$ cat config.mk
export PLATFORM = sky130hd
export DESIGN_NAME = lvds_8b10b_transmit_flat
export DESIGN_NICKNAME = d
export VERILOG_FILES = /design/src/rtl/lvds_8b10b_transmit_if.sv /design/src/rtl/lvds_8b10b_transmit.sv /design/src/flat_wrapper.sv
export SDC_FILE = /design/constraint.sdc
export NUM_CORES = 1
export LEC_CHECK = 0
export ABC_CLOCK_PERIOD_IN_PS = 7250
export CORE_ASPECT_RATIO = 0.5
export CORE_MARGIN = 5
export CORE_UTILIZATION = 41
export DETAILED_ROUTE_END_ITERATION = 10
export HOLD_SLACK_MARGIN = 0.1
export SYNTH_ARGS = -nofsm -noshare
export SYNTH_HDL_FRONTEND = slang
export SYNTH_SLANG_ARGS = --single-unit
$ cat constraint.sdc
create_clock -name clk -period 7.25 [get_ports clk]
set_input_delay 1.45 -clock clk [delete_from_list [all_inputs] [get_ports clk]]
set_output_delay 1.45 -clock clk [all_outputs]
set_load 0.01 [all_outputs]
$ cat src/rtl/lvds_8b10b_transmit_if.sv
// Parallel payload handshake into the LVDS 8b10b transmitter.
// The source drives data_i/data_valid_i; the transmitter answers with ready_o.
interface lvds_8b10b_transmit_if #(
   parameter int NUM_BYTES = 2
);
   logic [8*NUM_BYTES-1:0] data_i;
   logic                   data_valid_i;
   logic                   ready_o;

   modport master (output data_i, output data_valid_i, input ready_o);
   modport slave  (input data_i, input data_valid_i, output ready_o);
endinterface

$ cat src/rtl/lvds_8b10b_transmit.sv
// Serial 8b10b frame transmitter: K28.1 comma followed by NUM_BYTES data symbols, LSB byte first.
// Define LVDS_TX_IDLE_FILL_EN to send D21.5 between frames instead of a quiet (all-zero) line.

// Combinational 8b10b encoder. datain[8] is the K flag; dataout[0] is bit 'a' (first on the wire).
module encode8b10b (
   input  logic [8:0] datain,
   input  logic       dispin,
   output logic [9:0] dataout,
   output logic       dispout
);
   logic [4:0] w_x;
   logic [2:0] w_y;
   logic       w_k;
   logic       w_rd6;
   logic       w_alt7;
   logic [5:0] w_6n;
   logic [5:0] w_6;
   logic [3:0] w_4n;
   logic [3:0] w_4;
   logic [9:0] w_str;

   assign w_k = datain[8];
   assign w_y = datain[7:5];
   assign w_x = datain[4:0];

   // 5b/6b sub-block in its RD- form, written abcdei with 'a' in bit 5
   always_comb begin
      w_6n = 6'b000000;
      case (w_x)
         5'd0:  w_6n = 6'b100111;
         5'd1:  w_6n = 6'b011101;
         5'd2:  w_6n = 6'b101101;
         5'd3:  w_6n = 6'b110001;
         5'd4:  w_6n = 6'b110101;
         5'd5:  w_6n = 6'b101001;
         5'd6:  w_6n = 6'b011001;
         5'd7:  w_6n = 6'b111000;
         5'd8:  w_6n = 6'b111001;
         5'd9:  w_6n = 6'b100101;
         5'd10: w_6n = 6'b010101;
         5'd11: w_6n = 6'b110100;
         5'd12: w_6n = 6'b001101;
         5'd13: w_6n = 6'b101100;
         5'd14: w_6n = 6'b011100;
         5'd15: w_6n = 6'b010111;
         5'd16: w_6n = 6'b011011;
         5'd17: w_6n = 6'b100011;
         5'd18: w_6n = 6'b010011;
         5'd19: w_6n = 6'b110010;
         5'd20: w_6n = 6'b001011;
         5'd21: w_6n = 6'b101010;
         5'd22: w_6n = 6'b011010;
         5'd23: w_6n = 6'b111010;
         5'd24: w_6n = 6'b110011;
         5'd25: w_6n = 6'b100110;
         5'd26: w_6n = 6'b010110;
         5'd27: w_6n = 6'b110110;
         5'd28: w_6n = w_k ? 6'b001111 : 6'b001110;
         5'd29: w_6n = 6'b101110;
         5'd30: w_6n = 6'b011110;
         5'd31: w_6n = 6'b101011;
         default: w_6n = 6'b000000;
      endcase
   end

   always_comb begin
      w_6    = (dispin && (($countones(w_6n) != 3) || (w_x == 5'd7))) ? ~w_6n : w_6n;
      w_rd6  = dispin ^ ($countones(w_6n) != 3);
      // A7 avoids a run of five equal bits across the sub-block boundary
      w_alt7 = w_k
            || (!w_rd6 && ((w_x == 5'd17) || (w_x == 5'd18) || (w_x == 5'd20)))
            || ( w_rd6 && ((w_x == 5'd11) || (w_x == 5'd13) || (w_x == 5'd14)));
      case (w_y)
         3'd0:    w_4n = 4'b1011;
         3'd1:    w_4n = 4'b1001;
         3'd2:    w_4n = 4'b0101;
         3'd3:    w_4n = 4'b1100;
         3'd4:    w_4n = 4'b1101;
         3'd5:    w_4n = 4'b1010;
         3'd6:    w_4n = 4'b0110;
         default: w_4n = w_alt7 ? 4'b0111 : 4'b1110;
      endcase
      if (w_k && ((w_y == 3'd1) || (w_y == 3'd2) || (w_y == 3'd5) || (w_y == 3'd6)))
         w_4 = w_rd6 ? w_4n : ~w_4n;
      else
         w_4 = (w_rd6 && (($countones(w_4n) != 2) || (w_y == 3'd3))) ? ~w_4n : w_4n;
      dispout = w_rd6 ^ ($countones(w_4n) != 2);
      w_str   = {w_6, w_4};
      for (int i = 0; i < 10; i++) dataout[i] = w_str[9-i];
   end
endmodule

// state  | meaning
// S_IDLE | no frame on the wire; a pending word starts with a comma at the next boundary
// S_DATA | comma sent; one data byte loaded per boundary until the last
module lvds_8b10b_transmit #(
   parameter int         NUM_BYTES  = 2,
   parameter logic [8:0] COMMA_CODE = 9'b100111100,
   parameter logic [8:0] IDLE_CODE  = 9'b010110101
) (
   input  logic                 clk,
   input  logic                 reset,
   lvds_8b10b_transmit_if.slave bus,
   output logic                 serial_o,
   output logic                 busy_o,
   output logic                 frame_sent_o
);
   localparam int IDX_W = (NUM_BYTES > 1) ? $clog2(NUM_BYTES) : 1;

   typedef enum logic {S_IDLE, S_DATA} state_t;

   state_t                 r_state, w_state_nxt;
   logic [3:0]             r_bit_cnt;
   logic [9:0]             r_shift;
   logic                   r_rd;
   logic                   r_pending;
   logic                   r_busy, w_busy_nxt;
   logic                   r_frame_sent;
   logic [8*NUM_BYTES-1:0] r_hold;
   logic [IDX_W-1:0]       r_byte_idx, w_byte_idx_nxt;
   logic                   w_boundary, w_handshake, w_last;
   logic                   w_use_enc, w_clear, w_pulse;
   logic [8:0]             w_sym;
   logic [9:0]             w_code;
   logic                   w_dispout;

   assign w_boundary   = (r_bit_cnt == 4'd9);
   assign w_handshake  = bus.data_valid_i & ~r_pending;
   assign w_last       = (r_byte_idx == IDX_W'(NUM_BYTES - 1));
   assign bus.ready_o  = ~r_pending;
   assign serial_o     = r_shift[0];
   assign busy_o       = r_busy;
   assign frame_sent_o = r_frame_sent;

   encode8b10b u_enc (
      .datain  (w_sym),
      .dispin  (r_rd),
      .dataout (w_code),
      .dispout (w_dispout)
   );

   always_comb begin
      w_state_nxt    = r_state;
      w_byte_idx_nxt = r_byte_idx;
      w_sym          = IDLE_CODE;
      w_use_enc      = 1'b0;
      w_clear        = 1'b0;
      w_pulse        = 1'b0;
      w_busy_nxt     = r_busy;
      if (w_boundary) begin
         case (r_state)
            S_IDLE: begin
               w_busy_nxt = r_pending;
               if (r_pending) begin
                  w_sym          = COMMA_CODE;
                  w_use_enc      = 1'b1;
                  w_state_nxt    = S_DATA;
                  w_byte_idx_nxt = '0;
               end else begin
`ifdef LVDS_TX_IDLE_FILL_EN
                  w_use_enc = 1'b1;
`else
                  w_use_enc = 1'b0;
`endif
               end
            end
            S_DATA: begin
               w_sym      = {1'b0, r_hold[{r_byte_idx, 3'b000} +: 8]};
               w_use_enc  = 1'b1;
               w_busy_nxt = 1'b1;
               if (w_last) begin
                  w_clear        = 1'b1;
                  w_pulse        = 1'b1;
                  w_state_nxt    = S_IDLE;
                  w_byte_idx_nxt = '0;
               end else begin
                  w_byte_idx_nxt = r_byte_idx + 1'b1;
               end
            end
         endcase
      end
   end

   always_ff @(posedge clk or posedge reset) begin
      if (reset) begin
         r_state      <= S_IDLE;
         r_byte_idx   <= '0;
         r_bit_cnt    <= 4'd0;
         r_shift      <= 10'd0;
         r_rd         <= 1'b0;
         r_pending    <= 1'b0;
         r_hold       <= '0;
         r_busy       <= 1'b0;
         r_frame_sent <= 1'b0;
      end else begin
         r_state      <= w_state_nxt;
         r_byte_idx   <= w_byte_idx_nxt;
         r_bit_cnt    <= w_boundary ? 4'd0 : r_bit_cnt + 4'd1;
         r_busy       <= w_busy_nxt;
         r_frame_sent <= w_pulse;
         if (w_boundary) begin
            if (w_use_enc) begin
               r_shift <= w_code;
               r_rd    <= w_dispout;
            end else begin
               r_shift <= 10'd0;
            end
         end else begin
            r_shift <= {1'b0, r_shift[9:1]};
         end
         // pending can only be set while empty and only cleared while full, so the two never collide
         if (w_handshake) begin
            r_hold    <= bus.data_i;
            r_pending <= 1'b1;
         end else if (w_clear) begin
            r_pending <= 1'b0;
         end
      end
   end
endmodule

$ cat src/flat_wrapper.sv
// flat-port wrapper written by rule: the top's interface ports become plain ports
module lvds_8b10b_transmit_flat 
#(
   parameter int         NUM_BYTES  = 2,
   parameter logic [8:0] COMMA_CODE = 9'b100111100,
   parameter logic [8:0] IDLE_CODE  = 9'b010110101
)
  (clk, reset, serial_o, busy_o, frame_sent_o, bus_data_i, bus_data_valid_i, bus_ready_o);
  lvds_8b10b_transmit_if #(.NUM_BYTES(NUM_BYTES)) bus_i ();
  input  logic clk;
  input  logic reset;
  output logic serial_o;
  output logic busy_o;
  output logic frame_sent_o;
  input wire logic [$bits(bus_i.data_i)-1:0] bus_data_i;
  input wire logic [$bits(bus_i.data_valid_i)-1:0] bus_data_valid_i;
  output wire logic [$bits(bus_i.ready_o)-1:0] bus_ready_o;
  assign bus_i.data_i = bus_data_i;
  assign bus_i.data_valid_i = bus_data_valid_i;
  assign bus_ready_o = bus_i.ready_o;
  lvds_8b10b_transmit #(.NUM_BYTES(NUM_BYTES), .COMMA_CODE(COMMA_CODE), .IDLE_CODE(IDLE_CODE)) u_core (.clk(clk), .reset(reset), .bus(bus_i), .serial_o(serial_o), .busy_o(busy_o), .frame_sent_o(frame_sent_o));
endmodule
==> flow_summary.yaml, run 1 <==
status:
  status: "completed"
timing:
  rsz0062_at_grt: "no"
  clock_skew_ns: 0.00367
  finalSetupTns_ns: 0
  layout_min_cycle_time_ns: 6.61
  max_freq_mhz: 151
  hold_violations: 0
  setup_viol: 0
  min_period_over_period_pct: 91.2
  drv_slew: 0
  worstMarginPinSlew_ns: 0.668
  slew_headroom_pct: 55.3
pwr:
  p_leak_nw: 1.29
  ir_drop_mv: 0.149
  power.density_nw_per_um2: 476
  finalPower_mw: 1.49
clock_tree:
  h-tree-depth: 2
  cts_tree: "yes"
  cts_root_buffer: "clkbuf_16"
  ctsHoldBuffers: 0
  clk_latency_ns: 0.28
  clkTransAtPathRegs_ns: 0.05
  cts_buffer_depth: 2
  cts_sinks: 36
  numCtsBuffers: 5
yosys:
  synth_cells: 266
  synth_top_flop_cell: "dfrtp_1"
  synth_top_family_by_area: "compound AO/OA/AOI/OAI gates"
  synth_compound_area_share_pct: 19.0
  muxShareOfSynthArea_pct: 12.9
  ys_seq_area_share_pct: 34.9
  syn_area_per_cell_um2: 9.70
  netlist_area_um2: 2580
  synth_cell_types: 60
  synth-simple-area-share_pct: 17.3
  yosysWarnings: 0
  async_flop_share_pct: 100
  ys_ff_latch: 36
  synthAdderAreaFrac_pct: 6.50
  synth_nets: 296
  synth_edf_count: 0
  synth-xor-area-share_pct: 4.75
final_layout:
  nets: 325
  drive_gt1_share_pct: 20.3
  seqCellArea_um2: 902
  final_util_pct: 51.4
  synthToLayoutAreaGrowth_pct: 21.1
  fillers: 553
  multiInputGateArea_um2: 1570
  antenna_cells: 0
critical_path:
  path_max_fanout: 17
  start_kind: "flop"
  r2r_slack_ns: 0.64
  worstPathRequired_ns: 7.40
  crit_arrival_ns: 6.76
  worst_setup_path_end_kind: "flop"
  crit_type: "reg -> reg"
global_route:
  grt_pass1_wl_mm: 10.9
  grt_overflow: 0
  antenna_found_initial: 0
  grt_max_degree: 37
  grt_pass1_vias: 2100
  grt.total_usage_pct: 17.3
die:
  dieArea_um2: 8080
  num_io_pins: 23
  dieWidth_um: 122
  chipHeight_um: 66.1
  placementRows: 20
  coreArea_um2: 6080
  initial_core_util_pct: 42.4
route:
  first_iter_violations: 302
  drcViolationCount: 0
  drtPass1Iterations: 4
  routedWlPerCell_um: 16.1
  vias: 2117
  drt-total-wl_mm: 6.19
  vias_per_cell: 5.51
  ant_nets: 0
placement:
  gp_congestion: 0.931
  port_buffers: 22
  hpwl_mm: 4.55
flow_run:
  maxCapViolCount: 0
hold_path:
  min-delay-path-class: "reg -> reg"
[per-layer routing]
| layer | GRT usage, % | part of all wire (%) | vias up |
|---|---|---|---|
| met3 | 4.53 | 6.4 | 4 |
| li1 | - | - | 1039 |
| met2 | 25.6 | 44 | 61 |
| met5 | 0 | 0 | - |
| met1 | 24.8 | 49 | 1013 |
| met4 | 5.16 | 0.92 | 0 |
[synth_stat cells (all sizes together) (3+ instances only)]
| library cell | n | area share [%] |
|---|---|---|
| a211o | 3 | 1.0 |
| a211oi | 4 | 1.8 |
| a21oi | 10 | 1.9 |
| and3 | 3 | 0.73 |
| buf | 9 | 2.4 |
| clkbuf | 4 | 0.58 |
| dfrtp | 36 | 35 |
| fa | 4 | 3.1 |
| ha | 7 | 3.4 |
| inv | 11 | 1.6 |
| mux2 | 21 | 9.3 |
| mux2i | 9 | 3.6 |
| nand2 | 23 | 3.3 |
| nand3 | 15 | 2.9 |
| nand3b | 5 | 1.5 |
| nand4 | 4 | 0.97 |
| nor2 | 9 | 1.3 |
| nor3 | 9 | 2.5 |
| o211ai | 3 | 1.1 |
| o21ai | 26 | 5.2 |
| o311a | 3 | 1.2 |
| xnor2 | 9 | 3.1 |
| xor2 | 5 | 1.7 |
[registers in the layout (all words and copies together) (netlist names)]
| name | count |
|---|---|
| u_core.r_pending | 1 |
| u_core.r_state | 1 |
| u_core.r_byte_idx | 1 |
| u_core.r_hold | 16 |
| u_core.r_rd | 1 |
| u_core.frame_sent_o | 1 |
| u_core.r_shift | 10 |
| u_core.r_bit_cnt | 4 |
| u_core.busy_o | 1 |
[what timing repair did]
action / in CTS / in global routing
setup endpoints to repair: 0 / 1
gates resized for setup: 0 / 3
setup buffers: 0 / 0
[path summary, 6_finish.rpt]
path	startpoint	endpoint	depth (start not counted)
min in group asynchronous	reset	u_core.busy_o	3
worst max register to register	u_core.r_byte_idx	u_core.r_rd	25
worst max-delay path	u_core.r_byte_idx	u_core.r_rd	25
worst min register to register	u_core.r_shift[8]	u_core.r_shift[7]	2
max in group asynchronous	reset	u_core.r_byte_idx	3
worst min-delay path	u_core.r_shift[8]	u_core.r_shift[7]	2
[logic make-up (layout without fill, tap and decap cells)]
| logic type | count (synthesis) | after routing |
|---|---|---|
| AO/OA/AOI/OAI | 69 | 69 |
| XOR/XNOR | 14 | 14 |
| adder cells (fa/ha/maj) | 11 | 11 |
| buffers and inverters | 24 | 54 |
| flip-flops | 36 | 36 |
| multiplexers | 30 | 30 |
| AND/OR/NAND/NOR | 82 | 82 |
[through the flow]
stage	worst slack (ns)	cells	area, µm²	hold WS, ns
after floorplan	0.908	266	2580	0.426
after global placement	0.434	376	2930	0.434
after detailed placement	0.282	376	2930	0.445
after CTS	0.253	384	3110	0.457
after global routing	0.0346	384	3130	0.479
final	0.641	384	3130	0.450
[placed cells by master, fill, tap and decap left out, types with 4 or more instances in the layout]
cell / netlist / routed
nand3b_1: 5 / 5
nor3_1: 5 / 5
nor2_1: 9 / 9
nand4_1: 4 / 4
xor2_1: 5 / 4
o21ai_0: 22 / 22
buf_4: 1 / 13
mux2i_1: 8 / 7
xnor2_1: 9 / 9
nand3_1: 15 / 15
ha_1: 7 / 7
fa_1: 4 / 4
clkdlybuf4s50_1: 0 / 22
a21oi_1: 10 / 10
nand2_1: 23 / 23
dfrtp_1: 36 / 35
mux2_2: 20 / 20
nor3_2: 4 / 4
clkbuf_16: 0 / 5
inv_1: 11 / 11
[cell type report]
class,instances,share of cell area [%]
inverters,11,1.32
flip-flops and latches,36,28.9
repair buffers,35,10.2
clock inverters,1,0.960
multi-input cells,206,50.3
well taps,88,3.52
clock buffers,7,4.88
[worst max-delay path, stage by stage (launching register included)]
cell	delay, ns
dfrtp_2	0.58
mux2i_1	0.43
nand2_1	0.18
o311a_1	0.15
o21ai_0	0.16
nand4_1	0.20
fa_1	0.58
inv_1	0.06
fa_1	0.53
inv_1	0.04
ha_1	0.18
inv_1	0.06
fa_1	0.40
nand3b_1	0.29
xor2_2	0.25
nand4_1	0.13
o311a_1	0.17
o311ai_1	0.16
a221o_2	0.43
fa_1	0.44
ha_1	0.19
ha_1	0.26
nor3b_1	0.22
xnor2_1	0.14
nand2_1	0.08
xnor2_1	0.17
[report_power, final]
group | switching [mW] | internal, mW | leakage, nW
combinational | 0.506 | 0.428 | 0.757
clock | 0.0777 | 0.181 | 0.0901
sequential | 0.0382 | 0.256 | 0.443
No activity file was read; power rests on OpenSTA's default activity.
==> inputs of run 2 (changes only) <==
--- a/config.mk
+++ b/config.mk
@@ -5,10 +5,10 @@
 export SDC_FILE = /design/constraint.sdc
 export NUM_CORES = 1
 export LEC_CHECK = 0
-export ABC_CLOCK_PERIOD_IN_PS = 7250
 export CORE_ASPECT_RATIO = 0.5
 export CORE_MARGIN = 5
 export CORE_UTILIZATION = 41
+export CTS_CLUSTER_SIZE = 20
 export DETAILED_ROUTE_END_ITERATION = 10
 export HOLD_SLACK_MARGIN = 0.1
 export SYNTH_ARGS = -nofsm -noshare
==> results of run 2 <==
The final DEF is identical to that of run 1; final timing and power are the same.
==> inputs of run 3 (changes only) <==
--- a/config.mk
+++ b/config.mk
@@ -5,12 +5,15 @@
 export SDC_FILE = /design/constraint.sdc
 export NUM_CORES = 1
 export LEC_CHECK = 0
+export CAP_MARGIN = 20
 export CORE_ASPECT_RATIO = 0.5
 export CORE_MARGIN = 5
 export CORE_UTILIZATION = 41
 export CTS_CLUSTER_SIZE = 20
 export DETAILED_ROUTE_END_ITERATION = 10
+export GPL_TIMING_DRIVEN = 0
 export HOLD_SLACK_MARGIN = 0.1
 export SYNTH_ARGS = -nofsm -noshare
 export SYNTH_HDL_FRONTEND = slang
+export SYNTH_HIERARCHICAL = 1
 export SYNTH_SLANG_ARGS = --single-unit
==> run 3 against run 2 <==
  * Flip-flop and latch count unchanged
  * Non-clock buffer count increased by 18
  * Clock power decreased by 19%
  * Cell area decreased by 4.0%
  * Critical path depth increased by 4
  * Count of clock-buffer cells in the layout unchanged
  * Largest cell class unchanged
  * Largest power group unchanged
  * Highest routed layer unchanged
==> flow_summary.yaml, run 3 <==
status:
  status: "completed"
placement:
  hpwl_mm: 3.43
  port_buffers: 22
  placed_area_um2: 2670
  gp_congestion: 0.831
die:
  initial_core_util_pct: 42.5
  chipHeight_um: 63.4
  dieArea_um2: 7400
  num_io_pins: 23
  coreArea_um2: 5490
  dieWidth_um: 117
  placementRows: 19
yosys:
  synth_edf_count: 0
  synth_top_cell_by_area: "dfrtp_1"
  syn_area_per_cell_um2: 10.8
  synth.area.top_cells: "dfrtp_1 39%, mux2_2 9.2%, xnor2_1 4.9%"
  synthTopCellsByCount: "36 x dfrtp_1, 19 x mux2_2, 19 x nand2_1"
  synth_cells: 216
  synth_top_cell_area_share_pct: 38.6
  netlist_area_um2: 2330
  synth_top_flop_cell: "dfrtp_1"
  synth_nets: 242
  yosysWarnings: 6
  ys_ff_latch: 36
  synth_cell_types: 48
  ys_seq_area_share_pct: 38.6
  async_flop_share_pct: 100
  yosysMostFrequentCell: "dfrtp_1"
final_layout:
  final_common_cell: "dfrtp_1"
  reg_top3: "u_core/r_hold (16), u_core/r_shift (10), u_core/r_bit_cnt (4)"
  multiInputGateArea_um2: 1320
  largest_register_ff_count: 16
  finish.instance_area_um2: 3000
  final_cell_mix: "33 x dfrtp_1, 22 x clkdlybuf4s50_1, 19 x mux2_2, 18 x nand2_1, 18 x buf_4"
  antenna_cells: 0
  fillers: 486
  seqCellArea_um2: 905
  nets: 287
  largest_register: "u_core/r_hold"
  synthToLayoutAreaGrowth_pct: 28.6
  drive_gt1_share_pct: 30.2
critical_path:
  max_stage_delay_ns: 0.56
  worstSetupStartpoint: "u_core/r_bit_cnt[2]"
  cp_slowest_cell: "fa_1"
  path_max_fanout: 10
  worst_setup_path_end_kind: "flop"
  worstPathRequired_ns: 7.42
  worstReg2RegEnd: "u_core/r_shift[6]"
  crit_arrival_ns: 7.02
  crit_type: "reg -> reg"
  start_kind: "flop"
  rr_worst_depth: 29
  r2r_slack_ns: 0.40
  reg2reg_from: "u_core/r_bit_cnt[2]"
  path_common_cell: "fa_1"
route:
  vias_per_cell: 5.05
  ant_nets: 0
  first_iter_violations: 40
  drtPass1Iterations: 4
  drt-total-wl_mm: 4.63
  routedWlPerCell_um: 13.8
  drcViolationCount: 0
  vias: 1693
clock_tree:
  cts_sinks: 36
  ctsHoldBuffers: 0
  cts_tree: "yes"
  numCtsBuffers: 5
  clkTransAtPathRegs_ns: 0.06
  cts_buffer_depth: 2
  clk_latency_ns: 0.28
  cts_root_buffer: "clkbuf_16"
  h-tree-depth: 2
global_route:
  grt_pass1_vias: 1669
  grt_max_degree: 23
  grt.total_usage_pct: 13.7
  antenna_found_initial: 0
  grt_overflow: 0
  grt_pass1_wl_mm: 8.09
pwr:
  p_leak_nw: 1.31
  ir_drop_mv: 0.152
  power.density_nw_per_um2: 357
  finalPower_mw: 1.07
timing:
  whs_ns: 0.469
  min_period_over_period_pct: 94.5
  slew_headroom_pct: 56.8
  setup_viol: 0
  worstMarginPinSlew_ns: 0.647
  hold_violations: 0
  layout_min_cycle_time_ns: 6.85
  max_freq_mhz: 146
  clock_skew_ns: 0.00557
  drv_slew: 0
hold_path:
  min-delay-path-class: "reg -> reg"
  min_path_cells: 1
  whs_endpoint: "u_core/r_shift[2]"
  min_from: "u_core/r_shift[3]"
flow_run:
  maxCapViolCount: 0
## run 3: cell count changes after synthesis, moves of 4 or more
cell      previous run  this run
nand2_1             23        19
nand3_1             15         4
xnor2_1              9        13
nand4_1              4         0
ha_1                 7         3
buf_2                2         6
o21ai_0             22        11
a22o_1               2        10
nor3_2               4         0
nand3b_1             5         0
## run 3: worst max-delay path: cells and delay by family, from the launching register on
kind	cells	cell delay, ns
buffers and inverters	4	0.52
xor gates and xnor gates	2	0.37
AOI/OAI and AO/OA	7	1.57
DFF	1	0.43
and+or+nand+nor	9	1.28
adders and majority gates	7	2.54
## run 3: what timing repair did
| action | CTS | global route |
|---|---|---|
| endpoints found under the hold margin | 0 | 0 |
| resized for setup | 1 | 20 |
| endpoints found under the setup margin | 4 | 4 |
| cloned | 0 | 0 |
| pin swaps | 0 | 8 |
| buffers inserted | 0 | 15 |
## run 3: worst max-delay path by stage
stage                              to  slack (ns)  cells after the start
floorplan           u_core/r_shift[8]        0.68                     29
global placement    u_core/r_shift[6]        0.07                     25
detailed placement  u_core/r_shift[6]       -0.07                     29
CTS                 u_core/r_shift[6]        0.08                     29
global route        u_core/r_shift[6]       -0.04                     29
finish              u_core/r_shift[6]        0.40                     29
## run 3: report_power, final
part	internal, mW	total (mW)	switching, mW
Clock	0.128	0.211	0.0824
Combinational	0.341	0.613	0.272
Sequential	0.231	0.248	0.0174
Total	0.700	1.07	0.372
## run 3: layout make-up
type	count	share of cell area, %
flip-flops and latches	36	30.1
clock buffers	7	4.42
well taps	73	3.04
multi-input cells	156	43.9
clock inverters	1	0.292
inverters	9	1.13
repair buffers	38	12.0
plain buffers	15	5.04
## run 3: metal layers
metal  track usage (%)  wire length (µm)
met5                 0                 0
met4              3.43                14
met3              3.15               113
met2              19.6              2100
met1              20.7              2410
## run 3: cell families (layout without fill, tap and decap cells)
| family | count (synthesis) | in the layout | synth area share [%] |
|---|---|---|---|
| multiplexers | 27 | 27 | 12.6 |
| buffers and inverters | 24 | 70 | 7.56 |
| XOR/XNOR | 17 | 17 | 7.02 |
| AO/OA/AOI/OAI | 46 | 46 | 14.2 |
| flip-flops | 36 | 36 | 38.6 |
| adder cells (fa/ha/maj) | 7 | 7 | 5.04 |
| AND/OR/NAND/NOR | 59 | 59 | 15.0 |
## run 3: through the flow
stage,setup slack [ns],instances,TNS [ns],util (%)
after floorplan,0.676,216,0,-
after global placement,0.0668,311,0,48.2
after detailed placement,-0.0714,312,-0.154,48.7
after CTS,0.0751,320,0,51.4
after global routing,-0.0397,335,-0.0455,54.7
final,0.401,335,0,54.7
